File: src/rtl/seq_detector_param.sv
// Serial N-bit pattern detector with a run-time loadable pattern, overlap control and a saturating match counter.
// Optional build macro SEQDET_MASK_EN adds a per-bit don't-care mask that is loaded alongside the pattern.
module seq_detector_param #(
  parameter int             N           = 5,
  parameter logic [N-1:0]   DEFAULT_PAT = 5'b10110,
  parameter int             CNT_W       = 8
) (
  input  logic             clk,
  input  logic             rst,
  input  logic             en,
  input  logic             din,
  input  logic             overlap,
  input  logic             pat_load,
  input  logic [N-1:0]     pat_in,
`ifdef SEQDET_MASK_EN
  input  logic [N-1:0]     pat_mask_in,
`endif
  input  logic             cnt_clr,
  output logic             match,
  output logic [CNT_W-1:0] match_cnt
);

  localparam int               FW      = $clog2(N+1);
  localparam logic [FW-1:0]    FULL    = FW'(N);
  localparam logic [CNT_W-1:0] CNT_MAX = {CNT_W{1'b1}};

  logic [N-1:0]     r_hist;
  logic [FW-1:0]    r_fill;
  logic [N-1:0]     r_pat;
  logic [CNT_W-1:0] r_cnt;

  logic [N-1:0]     w_mask;
  logic [N-1:0]     w_hist_nxt;
  logic [FW-1:0]    w_fill_nxt;
  logic             w_match;
  logic             w_detect;

`ifdef SEQDET_MASK_EN
  logic [N-1:0] r_mask;
  assign w_mask = r_mask;

  always_ff @(posedge clk or posedge rst) begin
    if (rst)           r_mask <= {N{1'b1}};
    else if (pat_load) r_mask <= pat_mask_in;
  end
`else
  assign w_mask = {N{1'b1}};
`endif

  assign w_match = (r_fill == FULL) && (((r_hist ^ r_pat) & w_mask) == '0);

  // Non-overlap: the bit following a hit opens a fresh window of length 1.
  always_comb begin
    w_hist_nxt = {r_hist[N-2:0], din};
    w_fill_nxt = r_fill;
    if (w_match && !overlap)  w_fill_nxt = FW'(1);
    else if (r_fill != FULL)  w_fill_nxt = r_fill + FW'(1);
  end

  // Event is judged on next-state values so it lines up with match rising for a new window.
  assign w_detect = en && !pat_load && (w_fill_nxt == FULL) &&
                    (((w_hist_nxt ^ r_pat) & w_mask) == '0);

  always_ff @(posedge clk or posedge rst) begin
    if (rst) begin
      r_hist <= '0;
      r_fill <= '0;
      r_pat  <= DEFAULT_PAT;
    end else if (pat_load) begin
      r_pat  <= pat_in;
      r_fill <= '0;
    end else if (en) begin
      r_hist <= w_hist_nxt;
      r_fill <= w_fill_nxt;
    end
  end

  always_ff @(posedge clk or posedge rst) begin
    if (rst)                            r_cnt <= '0;
    else if (cnt_clr)                   r_cnt <= '0;
    else if (w_detect && r_cnt != CNT_MAX) r_cnt <= r_cnt + CNT_W'(1);
  end

  assign match     = w_match;
  assign match_cnt = r_cnt;

endmodule

File: config.mk
export PLATFORM = sky130hd
export DESIGN_NAME = seq_detector_param
export DESIGN_NICKNAME = d
export VERILOG_FILES = /design/src/rtl/seq_detector_param.sv
export SDC_FILE = /design/constraint.sdc
export NUM_CORES = 1
export LEC_CHECK = 0
export ABC_AREA = 1
export CORE_MARGIN = 2
export CORE_UTILIZATION = 25
export DETAILED_ROUTE_END_ITERATION = 7
export MAX_ROUTING_LAYER = met4
export PLACE_DENSITY = 0.47
export SYNTH_ARGS = -nofsm -noshare
export SYNTH_HDL_FRONTEND = slang
export SYNTH_SLANG_ARGS = --single-unit
File: constraint.sdc
create_clock -name clk -period 1.5 [get_ports clk]
set_input_delay 0.375 -clock clk [delete_from_list [all_inputs] [get_ports clk]]
set_output_delay 0.375 -clock clk [all_outputs]
set_load 0.02 [all_outputs]
== Word-level counts from Yosys, hierarchy flattened ==
Cells that the tools add are included.
W data, S select, Z words.

* Output and inout bits: 9
* Bits of input ports: 12
* Register bits after elaboration: 21
* Logic and storage cells: 32

* Multiplexer cells: 6
* Reduce and logical (&&, ||, !) cells: 13
* Eq/ne operators: 4
* $add $sub $neg: 2
* Bitwise gates (word level): 3

{| class="wikitable"
|+ Operators by type and width
! cell !! number
|-
| $mux W8 || 2
|-
| $mux W3 || 4
|-
| $logic_not A5 Y1 || 2
|-
| $xor A5 B5 Y5 || 2
|-
| $add A8 B1 Y8 const B || 1
|-
| $ne A8 B8 Y1 const B || 1
|-
| $eq A3 B3 Y1 const B || 2
|-
| $logic_and A1 B1 Y1 || 6
|-
| $reduce_bool A2 Y1 || 2
|-
| $add A3 B1 Y3 const B || 1
|-
| $ne A3 B3 Y1 const B || 1
|-
| $logic_not A1 Y1 || 2
|-
| $reduce_and A2 Y1 || 1
|-
| $not A1 Y1 || 1
|}

== Longest topological paths before layout ==
Gate-level depths: netlist (run 1).

* Depth after elaboration: 11
* Mapped depth: 12
* Depth with buffers taken out: 12

== Worst setup path before layout (run 1) ==
No wires, ideal clock.

* Path type: register to register
* Start: register r_fill[0]
* End: register r_cnt[4], in the netlist match_cnt[4]
* Clock period less this slack: 1,579 ps
* Library setup time: 118 ps
* Setup slack: -79 ps
* Buffers on the path: 0
* Required time: 1,382 ps
* Arrival time: 1,461 ps
* Stages on the path, launching flop included: 12
* Cell sequence: dfrtp_1 ha_1 nand2_2 clkinv_2 nand2_2 nor2_4 nand3_2 nor2_4 nor2_4 nand3_4 nand3_2 nand2_1

* Word-level cells in the longest chain between the ends: 9
* Elaborated cells between the ends (all ways): 12
* Those cells by class: 1 x add/sub; 3 x eq/ne; 2 x mux; 6 x reduce/logical

{| class="wikitable"
|+ RTL lines
! what !! line !! text
|-
| start, declared || 28 || <nowiki>logic [FW-1:0] r_fill;</nowiki>
|-
| start signal, assigned || 74 || <nowiki>r_fill <= w_fill_nxt;</nowiki>
|-
| branches (longest 3 deep; another with $add A3 B1 Y3) || -- ||
|-
| $mux W3 (*) || 56 || <nowiki>if (w_match && !overlap) w_fill_nxt = FW'(1);</nowiki>
|-
| $eq A3 B3 Y1 (*) || 61 || <nowiki>assign w_detect = en && !pat_load && (w_fill_nxt == FULL) &&</nowiki>
|-
| $logic_and A1 B1 Y1 (*) (2 in series) || 61 ||
|-
| $logic_and A1 B1 Y1 (*) || 81 || <nowiki>else if (w_detect && r_cnt != CNT_MAX) r_cnt <= r_cnt + CNT_W'(1);</nowiki>
|-
| $reduce_bool A2 Y1 (no source line) (*) || -- ||
|-
| end signal, assigned || 81 ||
|-
| end, declared || 30 || <nowiki>logic [CNT_W-1:0] r_cnt;</nowiki>
|}

Every way passes the cells marked *.
A chain may end at the register's enable or synchronous reset.

== Worst setup path after layout (run 1) ==
* Start: register r_fill[1]
* End: output match

* Word-level cells in the longest chain between the ends: 2

{| class="wikitable"
|+ RTL lines
! what !! line !! text
|-
| $eq A3 B3 Y1 || 50 || <nowiki>assign w_match = (r_fill == FULL) && (((r_hist ^ r_pat) & w_mask) == '0);</nowiki>
|-
| $logic_and A1 B1 Y1 || 50 ||
|-
| end, declared || 19 || <nowiki>output logic match,</nowiki>
|}

No other way between the ends.

==> results.sh, run 1 <==
export IMPL_status="finished, violations left"
export IMPL_violations="negative setup slack"
export IMPL_dr_pass1_iters=4
export IMPL_cts_sinks=21
export IMPL_placed_cell_area_mm2=0.001958
export IMPL_die_width_um=77.79
export IMPL_drcViolationCount=0
export IMPL_io_buffers=20
export IMPL_p_leak_uw=0.001083
export IMPL_syn_area_per_cell_um2=8.103
export IMPL_ant_nets=0
export IMPL_r2r_setup_slack_ns=-0.18
export IMPL_path_max_fanout=2
export IMPL_ys_seq_area_share_pct=38.88
export IMPL_power_density_mw_per_mm2=687.7
export IMPL_ys_ff_latch=21
export IMPL_grt_pass1_wl_um=5830
export IMPL_nets=249
export IMPL_place_gp_congestion=0.7711
export IMPL_min_path_type="primary input to async pin"
export IMPL_synth_top_area_share_pct=33.09
export IMPL_rows=26
export IMPL_yosysWarnings=0
export IMPL_slowest_delay_ns=0.39
export IMPL_vias_per_cell=4.211
export IMPL_clk_pin_slew_worst_paths_ns=0.08
export IMPL_synth_edf_count=0
export IMPL_timing_critical_path_buf_inv=4
export IMPL_path_depth=9
export IMPL_setup_ws_ns=-0.2593
export IMPL_antenna_found_initial=0
export IMPL_synthesis_area_mm2=0.001361
export IMPL_layout_common_cells="nand2_1 (39), buf_4 (39), inv_1 (22)"
export IMPL_grt_setup_unrepaired="true"
export IMPL_start_util_pct=26.32
export IMPL_fillCellCount=555
export IMPL_cts_tree="yes"
export IMPL_root_buffer="clkbuf_8"
export IMPL_vias=1276
export IMPL_synthTopCellsByArea="dfrtp_1 (33%), nand2_1 (12%), nand3_2 (7.4%), inv_1 (7.2%), dfstp_2 (5.8%)"
export IMPL_final_max_slew_violation_count=0
export IMPL_die_area_mm2=0.006051
export IMPL_yosys_area_top_type="dfrtp_1"
export IMPL_worst_setup_path_start_kind="flip-flop"
export IMPL_final_layout_size_suffix_gt1_share_pct=40.77
export IMPL_synth_flop_cell="dfrtp_1"
export IMPL_finalHoldViolCount=0
export IMPL_max_vdd_ir_drop_mv=0.3669
export IMPL_finalSetupViolations=10
export IMPL_multi_input_area_um2=785.8
export IMPL_period_minus_slack_ns=1.759
export IMPL_syn_instance_count=168
export IMPL_critPathSlowestCell="dfrtp_1"
export IMPL_slew_headroom_pct=59.70
export IMPL_r2r_cells=11
export IMPL_crit_required_ns=1.12
export IMPL_ctsHtreeMaxLevel=1
export IMPL_seq_area_um2=531.8
export IMPL_post_route_period_util_pct=117.3
export IMPL_cp_arrival_ns=1.38
export IMPL_hpwl_um=2328
export IMPL_syn_num_nets=183
export IMPL_cts_buffers=3
export IMPL_clock_fmax_mhz=568.4
export IMPL_design_area_mm2=0.002108
export IMPL_dp_slack_ns=-0.4504
export IMPL_cts_buffer_depth=2
export IMPL_cp_end_kind="output pin"
export IMPL_crit_chain="inv_2 -> ha_4 -> nand2_4 -> clkinv_4 -> nand2_4 -> nor2_4 -> nand3_2 -> inv_2 -> buf_6"
export IMPL_antenna_cells=0
export IMPL_crit_family="flip-flops"
export IMPL_avgRoutedWirePerCell_um=10.46
export IMPL_fin_util_pct=40.76
export IMPL_r2r_end="match_cnt[2]"
export IMPL_ys_types=28
export IMPL_fp_coreArea_mm2=0.005172
export IMPL_rr_startpoint="r_fill[1]"
export IMPL_synth_async_reset_ratio_pct=100.0
export IMPL_area_growth_pct=54.87
export IMPL_grt_pass1_vias=1291
export IMPL_track_usage_pct=12.18
export IMPL_critPathKind="flip-flop to output pin"
export IMPL_worst_slew_pin_slew_ns=0.6039
export IMPL_ioPinCount=21
export IMPL_grt_max_degree=22
export IMPL_totalPowerFinal_uw=1450
export IMPL_routed_wl_um=3169
export IMPL_worstSkewPairLatency_ns=0.26
export IMPL_maxCapViolCount=0
export IMPL_die_h_um=77.79
export IMPL_drtIter0Drc=22
export IMPL_finClkSkew_ns=0.003715
export IMPL_grt_overflow=0
==> metal layers <==
metal	vias to the layer above	track usage [%]	wire length (µm)
li1	659	-	-
met3	2	2.442	126
met2	27	20.00	1557
met4	0	2.143	17
met5	-	-	0
met1	588	15.71	1468
==> layout make-up <==
type	instances	share of cell area, %
Sequential cell	21	25.22
Inverter	30	5.579
Multi-Input combinational cell	114	37.27
Timing Repair Buffer	64	25.64
Tap cell	70	4.154
Clock buffer	4	2.137
==> metrics by stage <==
step,hold WS (ns),cells,TNS [ns]
CTS,0.4668,301,-1.823
finish,0.4517,303,-1.629
global route,0.4764,303,-2.937
global placement,0.5446,294,-2.955
detailed placement,0.5496,294,-3.078
floorplan,0.3492,168,-0.2022
==> Yosys cell counts, types with 2 or more instances <==
library cell	instances
clkbuf_1	2
dfrtp_1	18
dfstp_2	3
ha_1	3
inv_1	26
inv_2	3
nand2_1	42
nand2_2	3
nand3_1	6
nand3_2	10
nand4_1	8
nor2_1	5
nor2_2	3
nor2_4	3
o21ai_0	11
xnor2_1	3
xor2_1	8
==> report_power, final <==
| part | leakage, µW | internal [µW] | switching (µW) |
|---|---|---|---|
| Sequential | 0.000267 | 613 | 32.1 |
| Combinational | 0.000793 | 216 | 203 |
| Clock | 0.0000228 | 189 | 197 |
==> cell families after synthesis <==
family	synth area share, %
flops	38.88
xor+xnor	7.078
simple gates	34.47
buf+inv	9.282
fa+ha+maj	2.758
compound gates	6.710
mux	0.8271
==> state kept, by name, summed over array words and instances (netlist names) <==
signal     flops
r_hist         5
r_fill         3
r_pat          5
match_cnt      8
==> timing repair <==
action | CTS | global route
hold buffers | 0 | 0
pin swaps | 18 | 14
setup buffers | 3 | 3
resized for setup | 28 | 8
endpoints found under the setup margin | 18 | 12
==> worst reg2reg max path: cells and delay by family, from the launching register on <==
family,cells,cell delay (ns)
adder cells (fa/ha/maj),1,0.13
flip-flops,1,0.39
AND/OR/NAND/NOR,6,0.59
buffers and inverters,2,0.20
AO/OA/AOI/OAI,2,0.31
==> how the worst max path moves through the flow <==
stage	from	endpoint	slack, ns
global route	r_fill[1]	match_cnt[2]	-0.35
finish	r_fill[1]	match	-0.26
global placement	r_pat[1]	match	-0.44
CTS	r_pat[2]	match	-0.27
detailed placement	r_pat[1]	match	-0.45
floorplan	r_fill[0]	match_cnt[4]	-0.03
Power figures use the tool's default switching activity.
==> inputs of run 2 (changes only) <==
Settings changed: CORE_UTILIZATION 25 to 45, PLACE_DENSITY 0.47 to 0.71.
Clock period 1.5 ns to 1.8 ns, I/O delays scaled along.
==> run 2 against run 1 <==
Net effect: the run still ends with negative setup slack left; worst hold slack got worse by 0.00095 ns; clock skew increased by 0.0014 ns; power decreased by 25%; largest power group unchanged; critical path type unchanged; critical path depth unchanged; clock-buffer cell count decreased by 1; global-route usage increased by 7.6 points; core utilization increased by 26 points; sequential cell count unchanged; final area decreased by 11%; routed wire length decreased by 7.3%; clock power decreased by 39%; worst setup slack improved by 0.16 ns.
==> results.sh, run 2 (synthesis gave the netlist of run 1 again) <==
export IMPL_period_minus_slack_ns=1.897
export IMPL_cts_buffer_depth=2
export IMPL_crit_family="flip-flops"
export IMPL_rows=19
export IMPL_avgRoutedWirePerCell_um=11.66
export IMPL_max_vdd_ir_drop_mv=0.4351
export IMPL_crit_start="r_fill[1]"
export IMPL_maxCapViolCount=0
export IMPL_setup_ws_ns=-0.09716
export IMPL_slowest_delay_ns=0.42
export IMPL_vias=1259
export IMPL_drcViolationCount=0
export IMPL_timing_critical_path_buf_inv=4
export IMPL_track_usage_pct=19.79
export IMPL_cp_arrival_ns=1.45
export IMPL_post_route_period_util_pct=105.4
export IMPL_power_frac_comb_pct=28.9
export IMPL_die_area_mm2=0.003481
export IMPL_fp_coreArea_mm2=0.002805
export IMPL_clock_fmax_mhz=527.1
export IMPL_grt_overflow=0
export IMPL_drtIter0Drc=56
export IMPL_ioPinCount=21
export IMPL_power_frac_seq_pct=49.4
export IMPL_antenna_cells=0
export IMPL_grt_setup_unrepaired="true"
export IMPL_root_buffer="clkbuf_4"
export IMPL_io_buffers=20
export IMPL_p_int_uw=754.7
export IMPL_ctsHoldBuffers=0
export IMPL_worst_slew_pin_slew_ns=0.5791
export IMPL_ant_nets=0
export IMPL_vias_per_cell=4.996
export IMPL_clkPwrFrac_pct=21.6
export IMPL_final_layout_size_suffix_gt1_share_pct=33.94
export IMPL_grt_max_degree=22
export IMPL_finClkSkew_ns=0.005068
export IMPL_critPathSlowestCell="dfrtp_1"
export IMPL_critPathKind="flip-flop to output pin"
export IMPL_cts_sinks=21
export IMPL_routed_wl_um=2939
export IMPL_largest_reg_flops=8
export IMPL_clk_pin_slew_worst_paths_ns=0.12
export IMPL_place_gp_congestion=0.8349
export IMPL_crit_required_ns=1.35
export IMPL_switching_share_pct=30.77
export IMPL_ctsHtreeMaxLevel=1
export IMPL_path_max_fanout=2
export IMPL_status="finished, violations left"
export IMPL_grt_pass1_wl_um=5147
export IMPL_slew_headroom_pct=61.35
export IMPL_violations="negative setup slack"
export IMPL_crit_chain="inv_2 -> ha_4 -> nand2_2 -> clkinv_2 -> nand2_2 -> nor2_4 -> nand3_2 -> inv_2 -> buf_6"
export IMPL_final_max_slew_violation_count=0
export IMPL_fillCellCount=249
export IMPL_cts_buffers=3
export IMPL_area_growth_pct=37.59
export IMPL_rr_startpoint="r_fill[1]"
export IMPL_start_util_pct=48.53
export IMPL_p_leak_uw=0.0009863
export IMPL_fin_util_pct=66.77
export IMPL_die_h_um=59
export IMPL_worstSkewPairLatency_ns=0.31
export IMPL_dr_pass1_iters=4
export IMPL_nets=237
export IMPL_power_density_mw_per_mm2=582.1
export IMPL_min_path_type="primary input to async pin"
export IMPL_finalHoldViolCount=0
export IMPL_hpwl_um=2232
export IMPL_totalPowerFinal_uw=1090
export IMPL_layout_common_cells="nand2_1 (42), buf_4 (31), inv_1 (21)"
export IMPL_antenna_found_initial=0
export IMPL_grt_pass1_vias=1190
export IMPL_worst_setup_path_start_kind="flip-flop"
export IMPL_die_width_um=59
export IMPL_finalSetupViolations=2
export IMPL_cp_end_kind="output pin"
export IMPL_cts_tree="yes"
export IMPL_power_switching_uw=335.5
export IMPL_final_common_cell="nand2_1"
[run 2: power by group through the flow]
stage | logic [µW] | clock network, µW | registers [µW]
CTS | 304 | 243 | 537
global placement | 291 | 0 | 544
floorplan | 150 | 0 | 547
global route | 356 | 261 | 545
finish | 315 | 236 | 539
detailed placement | 300 | 0 | 545
[run 2: cell type report]
cell class | count | area (µm²) | area share [%]
multi-input combinational | 114 | 726.9 | 38.81
clock buffer | 3 | 22.52 | 1.202
clock inverter | 1 | 5.005 | 0.2672
timing repair buffer | 52 | 436.7 | 23.31
sequential | 21 | 529.3 | 28.26
tap | 31 | 38.79 | 2.071
inverter | 30 | 113.9 | 6.079
[run 2: layer usage]
layer | vias up | share of wire, % | GRT usage [%] | wire length, µm
met2 | 28 | 52 | 33.97 | 1520
met5 | - | 0 | - | 0
met1 | 588 | 43 | 24.69 | 1264
met3 | 5 | 4.3 | 3.275 | 126
met4 | 0 | 0.95 | 3.896 | 28
li1 | 638 | - | - | -
[run 2: per-stage QoR]
stage / std cells / TNS [ns] / hold slack, ns / instance area, µm² / setup slack, ns
after floorplan: 168 / 0 / 0.4243 / 1361 / 0.2149
after global placement: 243 / -0.2270 / 0.4848 / 1790 / -0.2186
after detailed placement: 243 / -0.6616 / 0.5224 / 1790 / -0.2682
after CTS: 249 / -0.1423 / 0.4582 / 1829 / -0.1137
after global routing: 252 / -0.5877 / 0.4730 / 1873 / -0.1533
final: 252 / -0.1015 / 0.4508 / 1873 / -0.09716
[run 2: path summary, 6_finish.rpt]
check                                    end  slack [ns]  depth (start not counted)
worst max-delay path                   match        -0.1                          9
worst min-delay path            match_cnt[4]        0.45                          3
worst max register to register  match_cnt[3]           0                         14
worst min register to register      r_pat[1]        0.52                          2
max in group asynchronous           r_pat[1]        1.07                          3
min in group clk                    r_pat[1]        0.52                          2
[run 2: worst register-to-register path, stage by stage (launching register included)]
cell	delay [ns]
dfrtp_1	0.42
inv_2	0.09
ha_4	0.12
nand2_2	0.06
clkinv_2	0.06
nand2_2	0.05
nor2_4	0.09
nand3_2	0.09
buf_4	0.14
buf_4	0.13
nor2_4	0.11
nor2_4	0.06
buf_6	0.14
nand4_1	0.09
nand2_1	0.07
[run 2: timing repair]
| action | CTS | global route |
|---|---|---|
| gates cloned | 0 | 0 |
| buffers inserted | 2 | 3 |
| endpoints found under the setup margin | 8 | 9 |
| gates resized for setup | 16 | 6 |
| pin swaps | 1 | 4 |
